[src/rtl/axis_perf_pkg.sv]
// Shared definitions for the AXI-Stream performance packet generator and the
// matching receive-side checker.
//   state_t        : generator FSM states
//   SEQ_OFF/SIZE_OFF : byte offsets of the header fields in beat 0
//   BYTES_PER_BEAT : bytes per 512-bit beat
//   LFSR_SEED/POLY : payload LFSR seed and Galois tap mask (right-shifting)
//   last_keep()    : tkeep of the final beat for a given packet size
package axis_perf_pkg;

    typedef enum logic [1:0] {
        IDLE = 2'd0,
        SEND = 2'd1,
        GAP  = 2'd2
    } state_t;

    localparam int SEQ_OFF        = 0;
    localparam int SIZE_OFF       = 4;
    localparam int BYTES_PER_BEAT = 64;

    // x^32 + x^22 + x^2 + x + 1, taps at bits 31, 21, 1, 0 for a right shift.
    localparam logic [31:0] LFSR_SEED = 32'hFFFF_FFFF;
    localparam logic [31:0] LFSR_POLY = 32'h8020_0003;

    // Low R bytes set, R = size mod 64 (a zero remainder means a full beat).
    function automatic logic [BYTES_PER_BEAT-1:0] last_keep(input logic [15:0] size);
        logic [6:0] r;
        r = {1'b0, size[5:0]};
        if (r == 7'd0) begin
            r = 7'd64;
        end
        last_keep = '0;
        for (int i = 0; i < BYTES_PER_BEAT; i++) begin
            if (i < int'(r)) begin
                last_keep[i] = 1'b1;
            end
        end
    endfunction

endpackage

[src/rtl/axis_perf_lfsr32.sv]
// 32-bit Galois LFSR used as the optional payload source.
// Ports:
//   CLK, RST_N : clock, asynchronous active-low reset
//   enable     : advance one step
//   load       : reseed to LFSR_SEED (takes priority over enable)
//   value      : current LFSR state
module axis_perf_lfsr32
    import axis_perf_pkg::*;
(
    input  logic        CLK,
    input  logic        RST_N,
    input  logic        enable,
    input  logic        load,
    output logic [31:0] value
);

    always_ff @(posedge CLK or negedge RST_N) begin
        if (!RST_N) begin
            value <= LFSR_SEED;
        end else if (load) begin
            value <= LFSR_SEED;
        end else if (enable) begin
            value <= (value >> 1) ^ (value[0] ? LFSR_POLY : 32'h0);
        end
    end

endmodule

[src/rtl/axis_perf_pkt_gen.sv]
// Transmit-side AXI-Stream traffic generator. Emits numbered packets of a
// programmable size, inter-packet gap and count, and keeps TX performance
// counters.
// Ports:
//   CLK, RST_N          : clock, asynchronous active-low reset
//   start, stop         : single-cycle control pulses
//   pkt_size            : packet bytes (latched at start)
//   pkt_interval        : idle cycles between packets (latched at start)
//   pkt_num             : packet count, 0 = unlimited (latched at start)
//   m_axis_*            : AXI-Stream master
//   busy                : FSM not idle
//   send_pkt_cnt        : completed packets
//   beat_cnt            : accepted beats
//   cycle_cnt(_full)    : busy cycles, saturating, with sticky full flag
// Optional feature: define AXIS_PERF_PKT_GEN_LFSR_PAYLOAD_EN to take the
// non-header payload bytes from a 32-bit LFSR instead of the counting pattern.
//
// Handshake: a beat transfers on a rising edge where tvalid and tready are
// both high; while tvalid is high and tready low the beat is held unchanged,
// and tvalid only drops after a tlast transfer (or on reset).
module axis_perf_pkt_gen
    import axis_perf_pkg::*;
#(
    parameter int DATA_WIDTH = 512,
    parameter int KEEP_WIDTH = 64,
    parameter int USER_WIDTH = 1,
    parameter int CNT_WIDTH  = 32
) (
    input  logic                  CLK,
    input  logic                  RST_N,
    input  logic                  start,
    input  logic                  stop,
    input  logic [15:0]           pkt_size,
    input  logic [CNT_WIDTH-1:0]  pkt_interval,
    input  logic [CNT_WIDTH-1:0]  pkt_num,
    output logic                  m_axis_tvalid,
    input  logic                  m_axis_tready,
    output logic [DATA_WIDTH-1:0] m_axis_tdata,
    output logic [KEEP_WIDTH-1:0] m_axis_tkeep,
    output logic                  m_axis_tlast,
    output logic [USER_WIDTH-1:0] m_axis_tuser,
    output logic                  busy,
    output logic [CNT_WIDTH-1:0]  send_pkt_cnt,
    output logic [CNT_WIDTH-1:0]  beat_cnt,
    output logic [CNT_WIDTH-1:0]  cycle_cnt,
    output logic                  cycle_cnt_full
);

    state_t               state;
    state_t               state_next;
    logic [15:0]          cfg_size;
    logic [CNT_WIDTH-1:0] cfg_interval;
    logic [CNT_WIDTH-1:0] cfg_num;
    logic [31:0]          seq;
    logic [15:0]          beat_idx;
    logic [CNT_WIDTH-1:0] gap_cnt;
    logic                 stop_pending;

    logic                 start_ok;
    logic                 hs;
    logic                 hs_last;
    logic                 last_beat;
    logic                 limit_hit;
    logic [16:0]          num_beats;
    logic [7:0]           fill_byte;

    assign start_ok  = (state == IDLE) && start && (pkt_size != 16'd0);
    assign hs        = m_axis_tvalid && m_axis_tready;
    assign num_beats = ({1'b0, cfg_size} + 17'd63) >> 6;
    assign last_beat = ({1'b0, beat_idx} == (num_beats - 17'd1));
    assign hs_last   = hs && last_beat;
    assign limit_hit = (cfg_num != '0) && ((send_pkt_cnt + 1'b1) == cfg_num);

`ifdef AXIS_PERF_PKT_GEN_LFSR_PAYLOAD_EN
    logic [31:0] lfsr_value;
    logic [31:0] lane;

    axis_perf_lfsr32 u_lfsr (
        .CLK    (CLK),
        .RST_N  (RST_N),
        .enable (hs),
        .load   (start_ok),
        .value  (lfsr_value)
    );
`endif

    // ---------------- FSM: state register ----------------
    always_ff @(posedge CLK or negedge RST_N) begin
        if (!RST_N) begin
            state <= IDLE;
        end else begin
            state <= state_next;
        end
    end

    // ---------------- FSM: next state ----------------
    always_comb begin
        state_next = state;
        case (state)
            IDLE: begin
                if (start_ok) begin
                    state_next = SEND;
                end
            end
            SEND: begin
                if (hs_last) begin
                    // A stop arriving on the tlast cycle itself also ends the run.
                    if (limit_hit || stop_pending || stop) begin
                        state_next = IDLE;
                    end else if (cfg_interval != '0) begin
                        state_next = GAP;
                    end
                end
            end
            GAP: begin
                if (stop) begin
                    state_next = IDLE;
                end else if (gap_cnt == CNT_WIDTH'(1)) begin
                    state_next = SEND;
                end
            end
            default: state_next = IDLE;
        endcase
    end

    // ---------------- FSM: outputs ----------------
    always_comb begin
        m_axis_tvalid = 1'b0;
        m_axis_tlast  = 1'b0;
        m_axis_tkeep  = '0;
        busy          = 1'b0;
        case (state)
            SEND: begin
                busy          = 1'b1;
                m_axis_tvalid = 1'b1;
                m_axis_tlast  = last_beat;
                m_axis_tkeep  = last_beat ? KEEP_WIDTH'(last_keep(cfg_size)) : '1;
            end
            GAP: begin
                busy = 1'b1;
            end
            default: ;
        endcase
    end

    assign m_axis_tuser = '0;

    // Payload: header in beat 0, then the fill pattern; bytes outside tkeep
    // are forced to zero (which also zeroes tdata outside SEND).
    always_comb begin
        m_axis_tdata = '0;
        fill_byte    = '0;
`ifdef AXIS_PERF_PKT_GEN_LFSR_PAYLOAD_EN
        lane         = '0;
`endif
        for (int k = 0; k < KEEP_WIDTH; k++) begin
`ifdef AXIS_PERF_PKT_GEN_LFSR_PAYLOAD_EN
            lane      = lfsr_value ^ 32'(k / 4);
            fill_byte = 8'(lane >> (8 * (k % 4)));
`else
            fill_byte = 8'(32'(beat_idx) * BYTES_PER_BEAT + k);
`endif
            if (beat_idx == 16'd0) begin
                case (k)
                    SEQ_OFF + 0:  fill_byte = seq[7:0];
                    SEQ_OFF + 1:  fill_byte = seq[15:8];
                    SEQ_OFF + 2:  fill_byte = seq[23:16];
                    SEQ_OFF + 3:  fill_byte = seq[31:24];
                    SIZE_OFF + 0: fill_byte = cfg_size[7:0];
                    SIZE_OFF + 1: fill_byte = cfg_size[15:8];
                    default: ;
                endcase
            end
            if (m_axis_tkeep[k]) begin
                m_axis_tdata[8*k +: 8] = fill_byte;
            end
        end
    end

    // ---------------- Datapath and counters ----------------
    always_ff @(posedge CLK or negedge RST_N) begin
        if (!RST_N) begin
            cfg_size       <= '0;
            cfg_interval   <= '0;
            cfg_num        <= '0;
            seq            <= '0;
            beat_idx       <= '0;
            gap_cnt        <= '0;
            stop_pending   <= 1'b0;
            send_pkt_cnt   <= '0;
            beat_cnt       <= '0;
            cycle_cnt      <= '0;
            cycle_cnt_full <= 1'b0;
        end else if (start_ok) begin
            cfg_size       <= pkt_size;
            cfg_interval   <= pkt_interval;
            cfg_num        <= pkt_num;
            seq            <= '0;
            beat_idx       <= '0;
            gap_cnt        <= '0;
            stop_pending   <= 1'b0;
            send_pkt_cnt   <= '0;
            beat_cnt       <= '0;
            cycle_cnt      <= '0;
            cycle_cnt_full <= 1'b0;
        end else begin
            if (busy && (cycle_cnt != '1)) begin
                cycle_cnt <= cycle_cnt + 1'b1;
                if ((cycle_cnt + 1'b1) == '1) begin
                    cycle_cnt_full <= 1'b1;
                end
            end

            if (hs) begin
                beat_cnt <= beat_cnt + 1'b1;
                if (last_beat) begin
                    beat_idx     <= '0;
                    send_pkt_cnt <= send_pkt_cnt + 1'b1;
                    seq          <= seq + 32'd1;
                end else begin
                    beat_idx <= beat_idx + 16'd1;
                end
            end

            if ((state == SEND) && (state_next == GAP)) begin
                gap_cnt <= cfg_interval;
            end else if (state == GAP) begin
                gap_cnt <= gap_cnt - 1'b1;
            end

            if (state_next == IDLE) begin
                stop_pending <= 1'b0;
            end else if ((state == SEND) && stop) begin
                stop_pending <= 1'b1;
            end
        end
    end

endmodule
[config.mk]
export PLATFORM = sky130hd
export DESIGN_NAME = axis_perf_pkt_gen
export DESIGN_NICKNAME = d
export VERILOG_FILES = /design/src/rtl/axis_perf_pkg.sv /design/src/rtl/axis_perf_lfsr32.sv /design/src/rtl/axis_perf_pkt_gen.sv
export SDC_FILE = /design/constraint.sdc
export NUM_CORES = 1
export LEC_CHECK = 0
export CAP_MARGIN = 10
export CORE_AREA = 3 3 297 299
export CTS_CLUSTER_SIZE = 12
export DETAILED_ROUTE_END_ITERATION = 10
export DIE_AREA = 0 0 300 302
export PLACE_DENSITY = 0.5
export SLEW_MARGIN = 20
export SYNTH_ARGS = -nofsm -noshare
export SYNTH_HDL_FRONTEND = slang
export SYNTH_SLANG_ARGS = --single-unit
[constraint.sdc]
create_clock -name CLK -period 11.1 [get_ports CLK]
set_clock_uncertainty 0.15 [all_clocks]
set_input_delay 2.22 -clock CLK [delete_from_list [all_inputs] [get_ports CLK]]
set_output_delay 2.22 -clock CLK [all_outputs]
set_load 0.02 [all_outputs]
; ---- Word level (Yosys, flattened, before mapping)
; Cells that the tools add are included.
[totals]
register_bits = 260
out_inout_bits = 677
inputBits = 85
[classes]
n_eq_ne = 8
order_cmp = 64
n_addsub = 71
n_reduce_logical = 26
muxes = 170
[op_table]
columns = op, count
row1 = 8-bit two-way mux, 70
row2 = 32-bit two-way mux, 13
row3 = 8-bit by 6-bit adder with 8-bit output (second input constant), 32
row4 = 6-bit by 7-bit less-than comparator with 1-bit output (first input constant), 32
row5 = 32-bit by 1-bit adder with 32-bit output (second input constant), 4
row6 = 8-bit by 5-bit adder with 8-bit output (second input constant), 16
row7 = 64-bit two-way mux, 2
row8 = 5-bit by 7-bit less-than comparator with 1-bit output (first input constant), 16
row9 = 1-bit two-way mux, 73
row10 = 8-bit by 4-bit adder with 8-bit output (second input constant), 8
row11 = 32-bit nonzero test, 2
row12 = 4-bit by 7-bit less-than comparator with 1-bit output (first input constant), 8
row13 = 16-bit two-way mux, 3
row14 = 8-bit by 3-bit adder with 8-bit output (second input constant), 4
row15 = 32-bit by 1-bit equality test with 1-bit output (second input constant), 1
row16 = 32-bit equality test, 1
row17 = 32-bit equality test (second input constant), 1
row18 = 32-bit inequality test (second input constant), 1
row19 = 32-bit by 1-bit subtractor with 32-bit output (second input constant), 1
row20 = 3-bit by 7-bit less-than comparator with 1-bit output (first input constant), 4
row21 = 16-bit by 6-bit adder with 17-bit output (second input constant), 1
row22 = 16-bit by 17-bit equality test with 1-bit output, 1
row23 = 16-bit by 1-bit adder with 16-bit output (second input constant), 1
row24 = 8-bit by 2-bit adder with 8-bit output (second input constant), 2
row25 = other kinds (19), 42

; ---- Logic depth before layout (Yosys ltp)
; Gate-level depths: netlist (run 1).
[depth]
word_depth = 12
ltp_mapped = 19

; ---- Worst setup path after synthesis (run 1)
; Ideal clock, no wire load.
[synth_path]
path_type = register -> output
start = reg cfg_size[0]
end = out m_axis_tdata[459]
path_stages_with_launch = 20
path_slack_ns = 4.169
required_ns = 8.730
path_buffers = 3
arrival_ns = 4.561
path_cell_list = dfrtp_1 buf_2 nor3_4 nand2_1 nand2_1 xor2_1 ha_1 clkbuf_1 xor2_1 xnor2_1 xnor2_1 or3_1 or4_1 nor4_4 nand2_1 o21ai_1 inv_1 o31ai_1 inv_1 buf_4
[synth_via]
elab_chain_cells = 8
word_cells_on_any_way = 11
classes_between = 2 x add/sub / 1 x order compare / 1 x eq/ne / 6 x mux / 1 x reduce/logical
[synth_rtl]
columns = element, line
row1 = from (decl), axis_perf_pkt_gen.sv:51  ; logic [15:0] cfg_size;
row2 = from (signal assigned), axis_perf_pkt_gen.sv:195  ; cfg_size <= pkt_size;
row3 = "parallel branches: the longest is 5 deep, another holds 16-bit by 6-bit adder with 17-bit output", n/a
row4 = 64-bit two-way mux (*), axis_perf_pkt_gen.sv:137  ; m_axis_tkeep = last_beat ? KEEP_WIDTH'(last_keep(cfg_size)) : '1;
row5 = 64-bit two-way mux (*), axis_perf_pkt_gen.sv:132  ; case (state)
row6 = 8-bit two-way mux (*), axis_perf_pkt_gen.sv:174  ; if (m_axis_tkeep[k]) begin
row7 = to (decl), axis_perf_pkt_gen.sv:38  ; output logic [DATA_WIDTH-1:0] m_axis_tdata,
; Mark *: on every way between the ends. The select of a mux whose other input is x is not followed.

; ---- Final worst setup path (run 1)
[layout_path]
start = reg cfg_size[1]
end = out m_axis_tkeep[9]
[layout_via]
elab_chain_cells = 7
word_cells_on_any_way = 10
classes_between = 2 x add/sub / 1 x order compare / 1 x eq/ne / 5 x mux / 1 x reduce/logical
[layout_rtl]
columns = element, line
row1 = "parallel branches: the longest is 5 deep, another holds 16-bit by 6-bit adder with 17-bit output", n/a
row2 = 64-bit two-way mux (*), axis_perf_pkt_gen.sv:137
row3 = 64-bit two-way mux (*), axis_perf_pkt_gen.sv:132
row4 = to (decl), axis_perf_pkt_gen.sv:39  ; output logic [KEEP_WIDTH-1:0] m_axis_tkeep,
; Marked as above.

==> results.sh, run 1 <==
export IMPL_grt_pass1_vias=16806
export IMPL_yosysMostFrequentCell="nand2_1"
export IMPL_start_util_pct=22.3
export IMPL_avgSynthCellArea_sq_um=7.97
export IMPL_drt_initial_drc_count=970
export IMPL_ys_seq_area_share_pct=34.1
export IMPL_yosysTopAreaCell="dfrtp_1"
export IMPL_synth_simple_area_share_pct=28.3
export IMPL_critPathCaptureType="output pin"
export IMPL_antenna_found_initial=7
export IMPL_crit_fanout=17
export IMPL_rsz0062_at_grt="false"
export IMPL_fill_cells=9273
export IMPL_clk_pin_slew_ns=0.06
export IMPL_wirelength_um=83200
export IMPL_die_w_um=300
export IMPL_cts_root_buf="clkbuf_16"
export IMPL_synth_cell_types=76
export IMPL_hold_ws_ns=0.352
export IMPL_track_usage_pct=17.4
export IMPL_p_comb_share_pct=62.8
export IMPL_fin_nets=2840
export IMPL_critical_path_class="register to output pin"
export IMPL_worst_pin_slew_ns=1.06
export IMPL_ios=762
export IMPL_synthMuxAreaShare_pct=0.630
export IMPL_synth_compound_area_share_pct=9.21
export IMPL_row_count=107
export IMPL_synth_xor_area_share_pct=9.42
export IMPL_htreeDepth=2
export IMPL_cts_tree="built"
export IMPL_p_sw_mw=3.37
export IMPL_ant_nets=0
export IMPL_dpl_hpwl_um=64900
export IMPL_cts_resized=0
export IMPL_syn_to_final_growth_pct=32.7
export IMPL_utilization_pct=29.6
export IMPL_relSlewSlack_pct=29.1
export IMPL_port_buffers=597
export IMPL_cts_sinks=260
export IMPL_design_area_sq_um=25300
export IMPL_run_status="complete, no violations"
export IMPL_synth_cells_most_frequent="386 x nand2_1, 352 x buf_4, 260 x dfrtp_1"
export IMPL_synthAdderAreaFrac_pct=0.919
export IMPL_vias=17282
export IMPL_cap_violations=0
export IMPL_ys_ff_latch=260
export IMPL_die_h_um=302
export IMPL_synth_warnings=0
export IMPL_p_leak_nw=10.7
export IMPL_dpl_cell_area_sq_um=24200
export IMPL_fin_crit_ns=9.54
export IMPL_wl_per_cell_um=21.3
export IMPL_setup_viol=0
export IMPL_worst_ep_arrival_time_ns=7.17
export IMPL_synth_top_family_by_area="simple AND/OR/NAND/NOR gates"
export IMPL_finalCritPeriodShare_pct=85.9
export IMPL_netSwitchingFraction_pct=49.6
export IMPL_reg2reg_depth=15
export IMPL_gp_congestion=0.824
export IMPL_netlist_area_leader_share_pct=34.1
export IMPL_drt_first_pass_iters=5
export IMPL_post_cts_buffers=0
export IMPL_die_area_sq_um=90600
export IMPL_remaining_drc_errors=0
export IMPL_clockBufferDepth=3
export IMPL_ctsHoldBuffers=0
export IMPL_cts_buffers_inserted=34
export IMPL_ys_flop_type="dfrtp_1"
export IMPL_viasPerCell=4.42
export IMPL_drive_gt1_share_pct=4.63
export IMPL_hold_path_depth=2
export IMPL_finalMaxSlewViolations=0
export IMPL_grt_max_degree=149
export IMPL_synth_area_sq_um=19100
export IMPL_ys_top_cells_by_area="dfrtp_1 34%, buf_4 14%, nand2_1 7.6%, nor2_1 5.1%, xnor2_1 4.8%"
export IMPL_clock_latency_ns=0.54
export IMPL_crit_slowest_cell="nor4_4"
export IMPL_grt_pass1_wl_um=118000
export IMPL_ir_drop_mv=0.154
export IMPL_synthArstFlopShare_pct=100
export IMPL_seqPwrFrac_pct=20.7
export IMPL_required_ns=8.73
export IMPL_max_freq_mhz=105
export IMPL_hold_viol_final=0
export IMPL_cp_start_kind="register"
export IMPL_power_internal_mw=3.42
export IMPL_hold_path_class="register to register"
export IMPL_p_clk_share_pct=16.4
export IMPL_power_density_nw_per_um2=268
export IMPL_synth_edf_count=0
export IMPL_p_total_mw=6.78
export IMPL_coreArea_sq_um=85400
export IMPL_overflow=0
export IMPL_path_cells="nor3_4 > nand2_1 > nand2_1 > xor2_1 > ha_1 > xor2_1 > xnor2_1 > xnor2_1 > or3_1 > or4_1 > nor4_4 > nand2b_1 > nor2b_1 > nor2b_1 > nor2_1 > clkdlybuf4s50_1"
export IMPL_critPathMaxStageDelay_ns=0.82
export IMPL_synthCells=2393
export IMPL_fin_setup_tns_ns=0
[cell families (layout without fill, tap and decap cells)]
| kind of cell | Yosys count | count (layout) |
|---|---|---|
| other | 1 | 167 |
| AO/OA/AOI/OAI | 269 | 269 |
| AND/OR/NAND/NOR | 1111 | 1111 |
| XOR/XNOR | 205 | 205 |
| flip-flops | 260 | 260 |
| adder cells (fa/ha/maj) | 14 | 14 |
| buffers and inverters | 522 | 732 |
| multiplexers | 11 | 11 |
[routing by layer]
layer | part of all wire, % | up-vias | track usage (%)
met5 | 0.065 | - | 0
met4 | 3.3 | 8 | 5.67
li1 | - | 8232 | -
met2 | 51 | 542 | 31.3
met1 | 41 | 8402 | 20.9
met3 | 5.3 | 98 | 3.14
[path summary, 6_finish.rpt]
check | start | slack, ns | to
max reg2reg | cfg_size[1] | 5.19 | seq[23]
max in group asynchronous | RST_N | 7.69 | gap_cnt[3]
max | cfg_size[1] | 1.56 | m_axis_tkeep[9]
min in group asynchronous | RST_N | 1.55 | cycle_cnt[20]
min | cfg_interval[10] | 0.35 | cfg_interval[10]
min reg2reg | cfg_interval[10] | 0.35 | cfg_interval[10]
[area by class of cell]
cell class	instances	area, sq um	area share (%)
Antenna cell	3	7.51	0.0297
Clock inverter	9	101	0.400
Sequential cell	260	6510	25.7
Inverter	52	195	0.771
Tap cell	1144	1430	5.65
Clock buffer	52	1030	4.06
Timing Repair Buffer	619	6160	24.3
Multi-Input combinational cell	1774	9880	39.0
[cells in the final DEF, fill, tap and decap left out, types with 8 or more instances in the layout]
master	n
buf_4	21
a211oi_1	8
clkbuf_16	34
xnor2_1	105
dfrtp_1	260
a211oi_2	21
nor3_1	66
nand3b_1	13
inv_1	52
and3_1	49
nand2b_1	10
o21ai_0	40
xor2_1	100
conb_1	164
nor2b_1	12
clkbuf_8	11
nor3b_1	10
and4_1	17
nor2_1	258
nand3_1	59
mux2i_1	8
clkdlybuf4s50_1	596
or4_1	16
o211ai_1	8
nand4_1	46
nand2_1	386
ha_1	13
or3_1	27
and2_1	66
o21ai_1	10
a21oi_1	118
nor4_1	48
a31oi_1	13
[stage by stage]
| stage | std cells | worst slack, ns |
|---|---|---|
| final | 3913 | 1.56 |
| after CTS | 3910 | 1.46 |
| after global placement | 3849 | 2.26 |
| after detailed placement | 3849 | 2.09 |
| after floorplan | 2556 | 4.17 |
| after global routing | 3911 | 1.00 |
[power groups by stage]
stage | Sequential [mW] | Clock (mW) | Combinational, mW
3_3_place_gp | 1.42 | 0 | 4.36
5_1_grt | 1.44 | 1.19 | 4.55
6_report | 1.41 | 1.11 | 4.26
3_5_place_dp | 1.42 | 0 | 4.35
4_1_cts | 1.41 | 1.16 | 4.36
2_1_floorplan | 1.30 | 0 | 2.74
[critical path, delay by kind of cell (launching register included)]
kind / cells / cell delay [ns]
buf+inv: 1 / 0.76
flops: 1 / 0.65
simple gates: 10 / 4.23
xor+xnor: 4 / 0.62
fa+ha+maj: 1 / 0.34
[registers in the layout, summed over array words and instances (netlist names)]
| register | cells |
|---|---|
| stop_pending | 1 |
| cfg_interval | 32 |
| gap_cnt | 32 |
| cycle_cnt_full | 1 |
| state | 2 |
| cfg_size | 16 |
| cfg_num | 32 |
| beat_cnt | 32 |
| send_pkt_cnt | 32 |
| seq | 32 |
| cycle_cnt | 32 |
| beat_idx | 16 |
(Power assumes the default switching activity.)
==> run 2: changes to the inputs <==
--- a/config.mk
+++ b/config.mk
@@ -10,6 +10,7 @@
 export CTS_CLUSTER_SIZE = 12
 export DETAILED_ROUTE_END_ITERATION = 10
 export DIE_AREA = 0 0 300 302
+export MAX_ROUTING_LAYER = met4
 export PLACE_DENSITY = 0.5
 export SLEW_MARGIN = 20
 export SYNTH_ARGS = -nofsm -noshare
==> run 2 against run 1 <==
- first-iteration DRC count up 2.2%
- non-clock buffer count stayed put
- routed wire length decreased by 0.10%
- critical path depth unchanged
- largest power group unchanged
- highest routed layer is now met4
==> results.sh, run 2 (same netlist as run 1, synthesis figures left out) <==
export IMPL_crit_slowest_cell="nor4_4"
export IMPL_run_status="complete, no violations"
export IMPL_die_area_sq_um=90600
export IMPL_cts_root_buf="clkbuf_16"
export IMPL_critical_path_class="register to output pin"
export IMPL_finalCritPeriodShare_pct=85.4
export IMPL_grt_pass1_vias=16838
export IMPL_worst_pin_slew_ns=1.07
export IMPL_cts_buffers_inserted=34
export IMPL_power_density_nw_per_um2=268
export IMPL_p_sw_mw=3.36
export IMPL_grt_max_degree=149
export IMPL_wl_per_cell_um=21.2
export IMPL_ant_nets=0
export IMPL_die_h_um=302
export IMPL_finalMaxSlewViolations=0
export IMPL_overflow=0
export IMPL_rr_endpoint="seq[23]"
export IMPL_coreArea_sq_um=85400
export IMPL_final_common_cell="clkdlybuf4s50_1"
export IMPL_r2r_slack_ns=5.19
export IMPL_holdPathEnd="cfg_interval[10]"
export IMPL_clk_pin_slew_ns=0.06
export IMPL_cts_sinks=260
export IMPL_path_cells="nor3_4 > nand2_1 > nand2_1 > xor2_1 > ha_1 > xor2_1 > xnor2_1 > xnor2_1 > or3_1 > or4_1 > nor4_4 > nand2b_1 > nor2b_1 > nor2b_1 > nor2_1 > clkdlybuf4s50_1"
export IMPL_worst_ep_arrival_time_ns=7.11
export IMPL_cp_start_kind="register"
export IMPL_reg2reg_depth=15
export IMPL_ios=762
export IMPL_syn_to_final_growth_pct=32.8
export IMPL_gp_congestion=0.837
export IMPL_fin_nets=2840
export IMPL_viasPerCell=4.41
export IMPL_p_leak_nw=10.7
export IMPL_cts_tree="built"
export IMPL_die_w_um=300
export IMPL_drt_initial_drc_count=991
export IMPL_drt_first_pass_iters=5
export IMPL_track_usage_pct=17.9
export IMPL_fin_setup_tns_ns=0
export IMPL_post_cts_buffers=0
export IMPL_hold_start="cfg_interval[10]"
export IMPL_fin_crit_ns=9.48
export IMPL_start_util_pct=22.3
export IMPL_relSlewSlack_pct=28.2
export IMPL_reg2reg_from="cfg_size[1]"
export IMPL_antenna_found_initial=7
export IMPL_hold_viol_final=0
export IMPL_hold_ws_ns=0.352
export IMPL_seqPwrFrac_pct=20.8
export IMPL_remaining_drc_errors=0
export IMPL_grt_pass1_wl_um=118000
export IMPL_vias=17286
export IMPL_hold_path_depth=2
export IMPL_rsz0062_at_grt="false"
export IMPL_critPathMaxStageDelay_ns=0.81
export IMPL_utilization_pct=29.6
export IMPL_p_comb_share_pct=62.8
export IMPL_drive_gt1_share_pct=4.63
export IMPL_hold_path_class="register to register"
export IMPL_row_count=107
export IMPL_crit_fanout=17
export IMPL_critPathCaptureType="output pin"
export IMPL_ctsHoldBuffers=0
export IMPL_netSwitchingFraction_pct=49.6
export IMPL_dpl_hpwl_um=64900
export IMPL_max_freq_mhz=106
export IMPL_final_cell_mix="596 x clkdlybuf4s50_1, 386 x nand2_1, 260 x dfrtp_1, 258 x nor2_1, 164 x conb_1"
export IMPL_wirelength_um=83100
export IMPL_clock_latency_ns=0.54
export IMPL_cts_resized=0
export IMPL_htreeDepth=2
export IMPL_clockBufferDepth=3
export IMPL_p_clk_share_pct=16.4
export IMPL_cap_violations=0
export IMPL_ir_drop_mv=0.154
export IMPL_port_buffers=597
export IMPL_required_ns=8.73
export IMPL_power_internal_mw=3.42
export IMPL_setup_viol=0
[run 2: worst max-delay path, delay by kind of cell, from the launching register on]
kind	cells	cell delay (ns)
XOR/XNOR	4	0.61
adder cells (fa/ha/maj)	1	0.34
buffers and inverters	1	0.76
flip-flops	1	0.65
AND/OR/NAND/NOR	10	4.18
[run 2: stage by stage]
stage / std cells / power, mW / area [sq um] / setup WS [ns]
4_1_cts: 3910 / 6.93 / 25300 / 1.46
3_3_place_gp: 3849 / 5.78 / 24200 / 2.26
5_1_grt: 3915 / 7.18 / 25300 / 1.00
3_5_place_dp: 3849 / 5.77 / 24200 / 2.09
6_report: 3916 / 6.78 / 25300 / 1.62
2_1_floorplan: 2556 / 4.04 / 19700 / 4.17
[run 2: power by group through the flow]
| stage | combinational (mW) | sequential, mW | clock [mW] |
|---|---|---|---|
| floorplan | 2.74 | 1.30 | 0 |
| global placement | 4.36 | 1.42 | 0 |
| detailed placement | 4.35 | 1.42 | 0 |
| CTS | 4.36 | 1.41 | 1.16 |
| global route | 4.55 | 1.44 | 1.19 |
| finish | 4.26 | 1.41 | 1.11 |
[run 2: worst max path at each step]
stage          slack, ns  cells past startpoint        start                 to
2_1_floorplan       4.17                     19  cfg_size[0]  m_axis_tdata[459]
3_3_place_gp        2.26                     16  cfg_size[2]    m_axis_tkeep[9]
3_5_place_dp        2.09                     16  cfg_size[1]    m_axis_tkeep[9]
4_1_cts             1.46                     16  cfg_size[1]    m_axis_tkeep[9]
5_1_grt             1.00                     16  cfg_size[1]    m_axis_tkeep[9]
6_report            1.62                     16  cfg_size[1]    m_axis_tkeep[9]
[run 2: metal layers]
| layer | wire length [um] | global-route usage (%) | vias up | share of wire (%) |
|---|---|---|---|---|
| met4 | 2610 | 5.60 | 0 | 3.1 |
| met2 | 42300 | 31.4 | 543 | 51 |
| met1 | 33800 | 20.9 | 8416 | 41 |
| met3 | 4350 | 3.03 | 93 | 5.2 |
| met5 | 0 | - | - | 0 |
| li1 | - | - | 8234 | - |
[run 2: area by class of cell]
cell class	count	area [sq um]
fill	9274	60100
tap	1144	1430
sequential	260	6510
clock buffer	52	1030
timing repair buffer	619	6160
multi-input combinational	1774	9880
antenna	6	15.0
inverter	52	195
clock inverter	9	101
==> RTL change 1: new RTL, config.mk and constraints of run 2 <==
Set the parameter `CNT_WIDTH` to 36 (it was 32).
--- a/src/rtl/axis_perf_pkt_gen.sv
+++ b/src/rtl/axis_perf_pkt_gen.sv
@@ -24,7 +24,7 @@
     parameter int DATA_WIDTH = 512,
     parameter int KEEP_WIDTH = 64,
     parameter int USER_WIDTH = 1,
-    parameter int CNT_WIDTH  = 32
+    parameter int CNT_WIDTH  = 36
 ) (
     input  logic                  CLK,
     input  logic                  RST_N,
Ports: changed (5 resized); port bits go from 762 to 782. The function was not compared with the original's and may differ.
==> RTL change 1 against run 2 <==
- design area grew 6.5%
- setup slack got worse by 0.35 ns
- critical path depth is 2 higher
- area after synthesis rose by 7.0%
- wire length is 11% higher
- register-to-register slack worse by 0.23 ns
- power up 14%
- sequential cell count rose by 24
- largest power group unchanged
==> RTL change 1: results (changes against run 2) <==
Placed design
  • Pre-CTS setup slack: 1.96 ns (was 2.09 ns)
  • Detailed Place HPWL: 72500 um (was 64900 um)
  • Routability-driven placement congestion ratio: 0.900 (was 0.837)
  • Total instance count after detailed placement: 4032 (was 3849)
  • Port Buffers: 617 (was 597)

Synth
  • Yosys cell types: 71 (was 76)
  • Sequential share of the synthesized area: 34.8% (was 34.1%)
  • Most numerous cell types in the synthesized netlist: 428 x sky130_fd_sc_hd__nand2_1, 350 x sky130_fd_sc_hd__buf_4, 284 x sky130_fd_sc_hd__dfrtp_1, 275 x sky130_fd_sc_hd__nor2_1, 135 x sky130_fd_sc_hd__a21oi_1 (was 386 x sky130_fd_sc_hd__nand2_1, 352 x sky130_fd_sc_hd__buf_4, 260 x sky130_fd_sc_hd__dfrtp_1, 258 x sky130_fd_sc_hd__nor2_1, 118 x sky130_fd_sc_hd__a21oi_1)
  • Cell types occupying the most area after synthesis: sky130_fd_sc_hd__dfrtp_1 35%, sky130_fd_sc_hd__buf_4 13%, sky130_fd_sc_hd__nand2_1 7.9% (was sky130_fd_sc_hd__dfrtp_1 34%, sky130_fd_sc_hd__buf_4 14%, sky130_fd_sc_hd__nand2_1 7.6%)

GRT
  • Global-route wire length before repair: 130000 um (was 118000 um)
  • Vias in the first global route: 18000 (was 16800)
  • Antenna violations before repair: 17 (was 7)

Setup path
  • Worst-case register-to-register setup slack: 4.96 ns (was 5.19 ns)
  • Slowest cell delay on critical path: 0.75 ns (was 0.81 ns)
  • Beginning of the worst register-to-register path: cfg_size[2] (was cfg_size[1])
  • Peak fanout along the critical path: 15 (was 17)

Final layout
  • Fill cells: 9181 (was 9274)

Drt
  • Routed vias: 18600 (was 17300)
  • Ratio of routed vias to standard cells: 4.52 (was 4.41)
  • Average wire per standard cell: 22.5 um (was 21.2 um)
  • Detailed router's first-iteration violation count: 1247 (was 991)

Run status
  • Result of the run: completed (unchanged)

Min path
  • Startpoint of the tightest hold check path: cfg_interval[30] (was cfg_interval[10])

STA
  • Worst slew margin relative to its limit: 26.9% (was 28.2%)
  • Upper clock frequency limit: 0.102 GHz (was 0.106 GHz)
-- RTL change 1: area by class of cell --
type / instances / share of cell area [%]
Timing Repair Buffer: 645 / 23.7
Multi-Input combinational cell: 1906 / 39.2
Antenna cell: 13 / 0.121
Sequential cell: 284 / 26.3
Tap cell: 1144 / 5.31
Clock buffer: 50 / 3.96
Clock inverter: 19 / 0.668
Inverter: 53 / 0.738
-- RTL change 1: logic make-up after synthesis --
family | synth area share [%]
compound gates | 9.40
xor+xnor | 9.70
fa+ha+maj | 0.859
buf+inv | 16.7
flops | 34.8
mux | 0.245
other cells | 0.0184
simple gates | 28.2
-- RTL change 1: how the worst max path moves through the flow --
| stage | start | cells after the start | endpoint |
|---|---|---|---|
| after CTS | cfg_size[2] | 18 | m_axis_tdata[183] |
| after global routing | cfg_size[2] | 18 | m_axis_tdata[151] |
| after detailed placement | cfg_size[2] | 18 | m_axis_tdata[367] |
| after global placement | cfg_size[2] | 18 | m_axis_tdata[367] |
| final | cfg_size[2] | 18 | m_axis_tdata[174] |
| after floorplan | cfg_size[0] | 19 | m_axis_tdata[390] |
-- RTL change 1: metrics by stage --
stage	power, mW	cell area, um^2
global placement	6.62	25700
global route	8.14	27000
floorplan	4.48	21000
finish	7.73	27000
CTS	7.89	26900
detailed placement	6.61	25700
-- RTL change 1: routing by layer --
metal	global-route usage, %	routed length [um]	up-vias
met5	-	0	-
met4	8.10	4130	0
met3	3.94	5450	110
met2	35.8	47900	599
met1	21.7	34900	9051
li1	-	-	8837
-- RTL change 1: power groups by stage --
stage	Sequential (mW)	Combinational [mW]	Clock (mW)
after floorplan	1.42	3.07	0
after global placement	1.55	5.07	0
after detailed placement	1.55	5.06	0
after global routing	1.57	5.25	1.32
after CTS	1.53	5.07	1.29
final	1.53	4.96	1.24
-- RTL change 1: worst min-delay path, delay by kind of cell, from the launching register on --
| family | cells | cell delay (ns) |
|---|---|---|
| DFF | 1 | 0.36 |
| and+or+nand+nor | 2 | 0.10 |
==> RTL change 2: new RTL, flow settings as in run 2 <==
Without the edit above. Register the output `beat_cnt` once more, with the module's reset; this adds one clock of latency there. The other outputs are not delayed to match.
--- a/src/rtl/axis_perf_pkt_gen.sv
+++ b/src/rtl/axis_perf_pkt_gen.sv
@@ -46,6 +46,8 @@
     output logic                  cycle_cnt_full
 );
 
+    logic [CNT_WIDTH-1:0] beat_cnt_s0;
+
     state_t               state;
     state_t               state_next;
     logic [15:0]          cfg_size;
@@ -188,7 +190,7 @@
             gap_cnt        <= '0;
             stop_pending   <= 1'b0;
             send_pkt_cnt   <= '0;
-            beat_cnt       <= '0;
+            beat_cnt_s0    <= '0;
             cycle_cnt      <= '0;
             cycle_cnt_full <= 1'b0;
         end else if (start_ok) begin
@@ -200,7 +202,7 @@
             gap_cnt        <= '0;
             stop_pending   <= 1'b0;
             send_pkt_cnt   <= '0;
-            beat_cnt       <= '0;
+            beat_cnt_s0    <= '0;
             cycle_cnt      <= '0;
             cycle_cnt_full <= 1'b0;
         end else begin
@@ -212,7 +214,7 @@
             end
 
             if (hs) begin
-                beat_cnt <= beat_cnt + 1'b1;
+                beat_cnt_s0 <= beat_cnt_s0 + 1'b1;
                 if (last_beat) begin
                     beat_idx     <= '0;
                     send_pkt_cnt <= send_pkt_cnt + 1'b1;
@@ -236,4 +238,12 @@
         end
     end
 
+    always_ff @(posedge CLK or negedge RST_N) begin
+        if (!RST_N) begin
+            beat_cnt <= '0;
+        end else begin
+            beat_cnt <= beat_cnt_s0;
+        end
+    end
+
 endmodule
Check against the original RTL: not settled (the Yosys comparison gave no result); the edit may change what the design does.
==> RTL change 2 against run 2 <==
- critical path depth grew 3
- hold slack lost 0.10 ns
- area after synthesis grew 2.4%
- design area grew 2.4%
- first-iteration DRC count shrank 5.9%
- power grew 1.1%
- wire length shrank 1.2%
- setup slack gained 0.39 ns
- sequential cell count grew 32
- combinational power shrank 3%
- non-clock buffer count is the same
- critical path type unchanged
- critical endpoint is now m_axis_tdata[350]
- highest routed layer unchanged
==> RTL change 2: results (changes against run 2) <==
Clock network
  • Clock buffer depth: 3 (unchanged)
  • CTS H-Tree Depth: 2 (unchanged)
  • Inserted Clock Buffers: 37 (was 34)

STA
  • Worst slew margin relative to its limit: 27.6% (was 28.2%)

Synth
  • Sequential share of the synthesized area: 37.4% (was 34.1%)
  • Most numerous cell types in the synthesized netlist: 372 x sky130_fd_sc_hd__nand2_1, 351 x sky130_fd_sc_hd__buf_4, 316 x sky130_fd_sc_hd__nor2_1, 292 x sky130_fd_sc_hd__dfrtp_1, 118 x sky130_fd_sc_hd__nand3_1 (was 386 x sky130_fd_sc_hd__nand2_1, 352 x sky130_fd_sc_hd__buf_4, 260 x sky130_fd_sc_hd__dfrtp_1, 258 x sky130_fd_sc_hd__nor2_1, 118 x sky130_fd_sc_hd__a21oi_1)
  • Yosys cell types: 77 (was 76)
  • Cell types occupying the most area after synthesis: sky130_fd_sc_hd__dfrtp_1 37%, sky130_fd_sc_hd__buf_4 13%, sky130_fd_sc_hd__nand2_1 7.2% (was sky130_fd_sc_hd__dfrtp_1 34%, sky130_fd_sc_hd__buf_4 14%, sky130_fd_sc_hd__nand2_1 7.6%)
  • Mean area per synthesized cell: 8.19 um^2 (was 7.97 um^2)

Placed design
  • Detailed Place HPWL: 63400 um (was 64900 um)
  • Routability-driven placement congestion ratio: 0.847 (was 0.837)
  • Total instance count after detailed placement: 3847 (was 3849)
  • Placed Area: 24700 um^2 (was 24200 um^2)
  • Port Buffers: 597 (unchanged)

Setup path
  • Slowest CP cell: sky130_fd_sc_hd__nand3_2 (was sky130_fd_sc_hd__nor4_4)
  • Worst path arrival time: 6.72 ns (was 7.11 ns)
  • Peak fanout along the critical path: 26 (was 17)
  • Slowest cell delay on critical path: 0.63 ns (was 0.81 ns)

Drt
  • Routed vias: 17100 (was 17300)
  • Ratio of routed vias to standard cells: 4.36 (was 4.41)
  • Total routed wirelength: 82100 um (was 83100 um)
  • First drt pass iteration count: 6 (was 5)
  • Detailed router's first-iteration violation count: 933 (was 991)

Final layout
  • Number of nets in the layout: 2841 (was 2840)
  • Ratio of cells with drive above 1 in the final layout: 5.49% (was 4.63%)
  • Fill cells: 9180 (was 9274)

GRT
  • Antenna violations before repair: 12 (was 7)
  • Met1 routing resource usage after global routing: 19.4% (was 20.9%)
  • Grt met2 use: 31.5% (was 31.4%)
  • Global routing met3 resource utilization: 5.52% (was 3.03%)
  • Global-route wire length before repair: 117000 um (was 118000 um)
  • Gr usage total: 17.7% (was 17.9%)
  • Maximum number of pins on one net before global-route repair: 104 (was 149)

Power and ir drop
  • Net Sw Power: 3.27 mW (was 3.36 mW)
  • Largest voltage drop on the vdd net: 0.160 mV (was 0.154 mV)
  • Leakage Power: 11.3 nW (was 10.7 nW)

Run status
  • Result of the run: completed (unchanged)
## RTL change 2: cell count changes after synthesis, sizes merged, moves of 25 or more
cell,change
a21oi,-71
and2,-27
nand3,+60
dfrtp,+32
o31ai,+29
nor2,+58
a211oi,-25
## RTL change 2: path summary, 6_finish.rpt
path / start / to / slack (ns) / cells after the start
min in group asynchronous: RST_N / beat_cnt_s0[21] / 1.59 / 1
max in group asynchronous: RST_N / gap_cnt[24] / 7.78 / 2
max reg2reg: cfg_size[1] / send_pkt_cnt[21] / 5.53 / 15
min reg2reg: beat_cnt_s0[31] / beat_cnt[31] / 0.25 / 0
min: beat_cnt_s0[31] / beat_cnt[31] / 0.25 / 0
max: cfg_size[1] / m_axis_tdata[350] / 2.01 / 19
## RTL change 2: cell type report
type                       instances  area share, %
multi-input combinational       1742           36.9
sequential                       292           28.2
timing repair buffer             619           23.7
tap                             1144           5.52
clock buffer                      54           4.32
inverter                          50          0.724
clock inverter                    12          0.516
antenna                           11          0.106
## RTL change 2: power by group through the flow
stage	Clock (mW)	Combinational, mW	Sequential (mW)
3_3_place_gp	0	4.23	1.48
3_5_place_dp	0	4.23	1.48
2_1_floorplan	0	2.67	1.38
4_1_cts	1.30	4.24	1.46
5_1_grt	1.33	4.42	1.49
6_report	1.24	4.15	1.46
## RTL change 2: per-layer routing
metal / vias up / share of wire [%]
li1: 8126 / -
met1: 8300 / 38
met2: 587 / 51
met3: 84 / 8.6
met4: 0 / 2.1
met5: - / 0
## RTL change 2: through the flow
stage / hold WS, ns / util (%) / setup slack [ns]
finish: 0.248 / 30.4 / 2.01
global route: 0.257 / 30.4 / 1.49
detailed placement: 0.233 / 28.9 / 2.59
floorplan: 0.222 / - / 3.98
global placement: 0.235 / 28.9 / 2.61
CTS: 0.248 / 30.3 / 1.97
## RTL change 2: cells by family after synthesis
kind of cell | count (synthesis) | synth area share, %
fa+ha+maj | 14 | 0.897
mux | 6 | 0.314
xor+xnor | 211 | 9.47
buf+inv | 512 | 16.8
simple gates | 1138 | 27.4
compound gates | 209 | 7.61
other cells | 1 | 0.0192
flops | 292 | 37.4
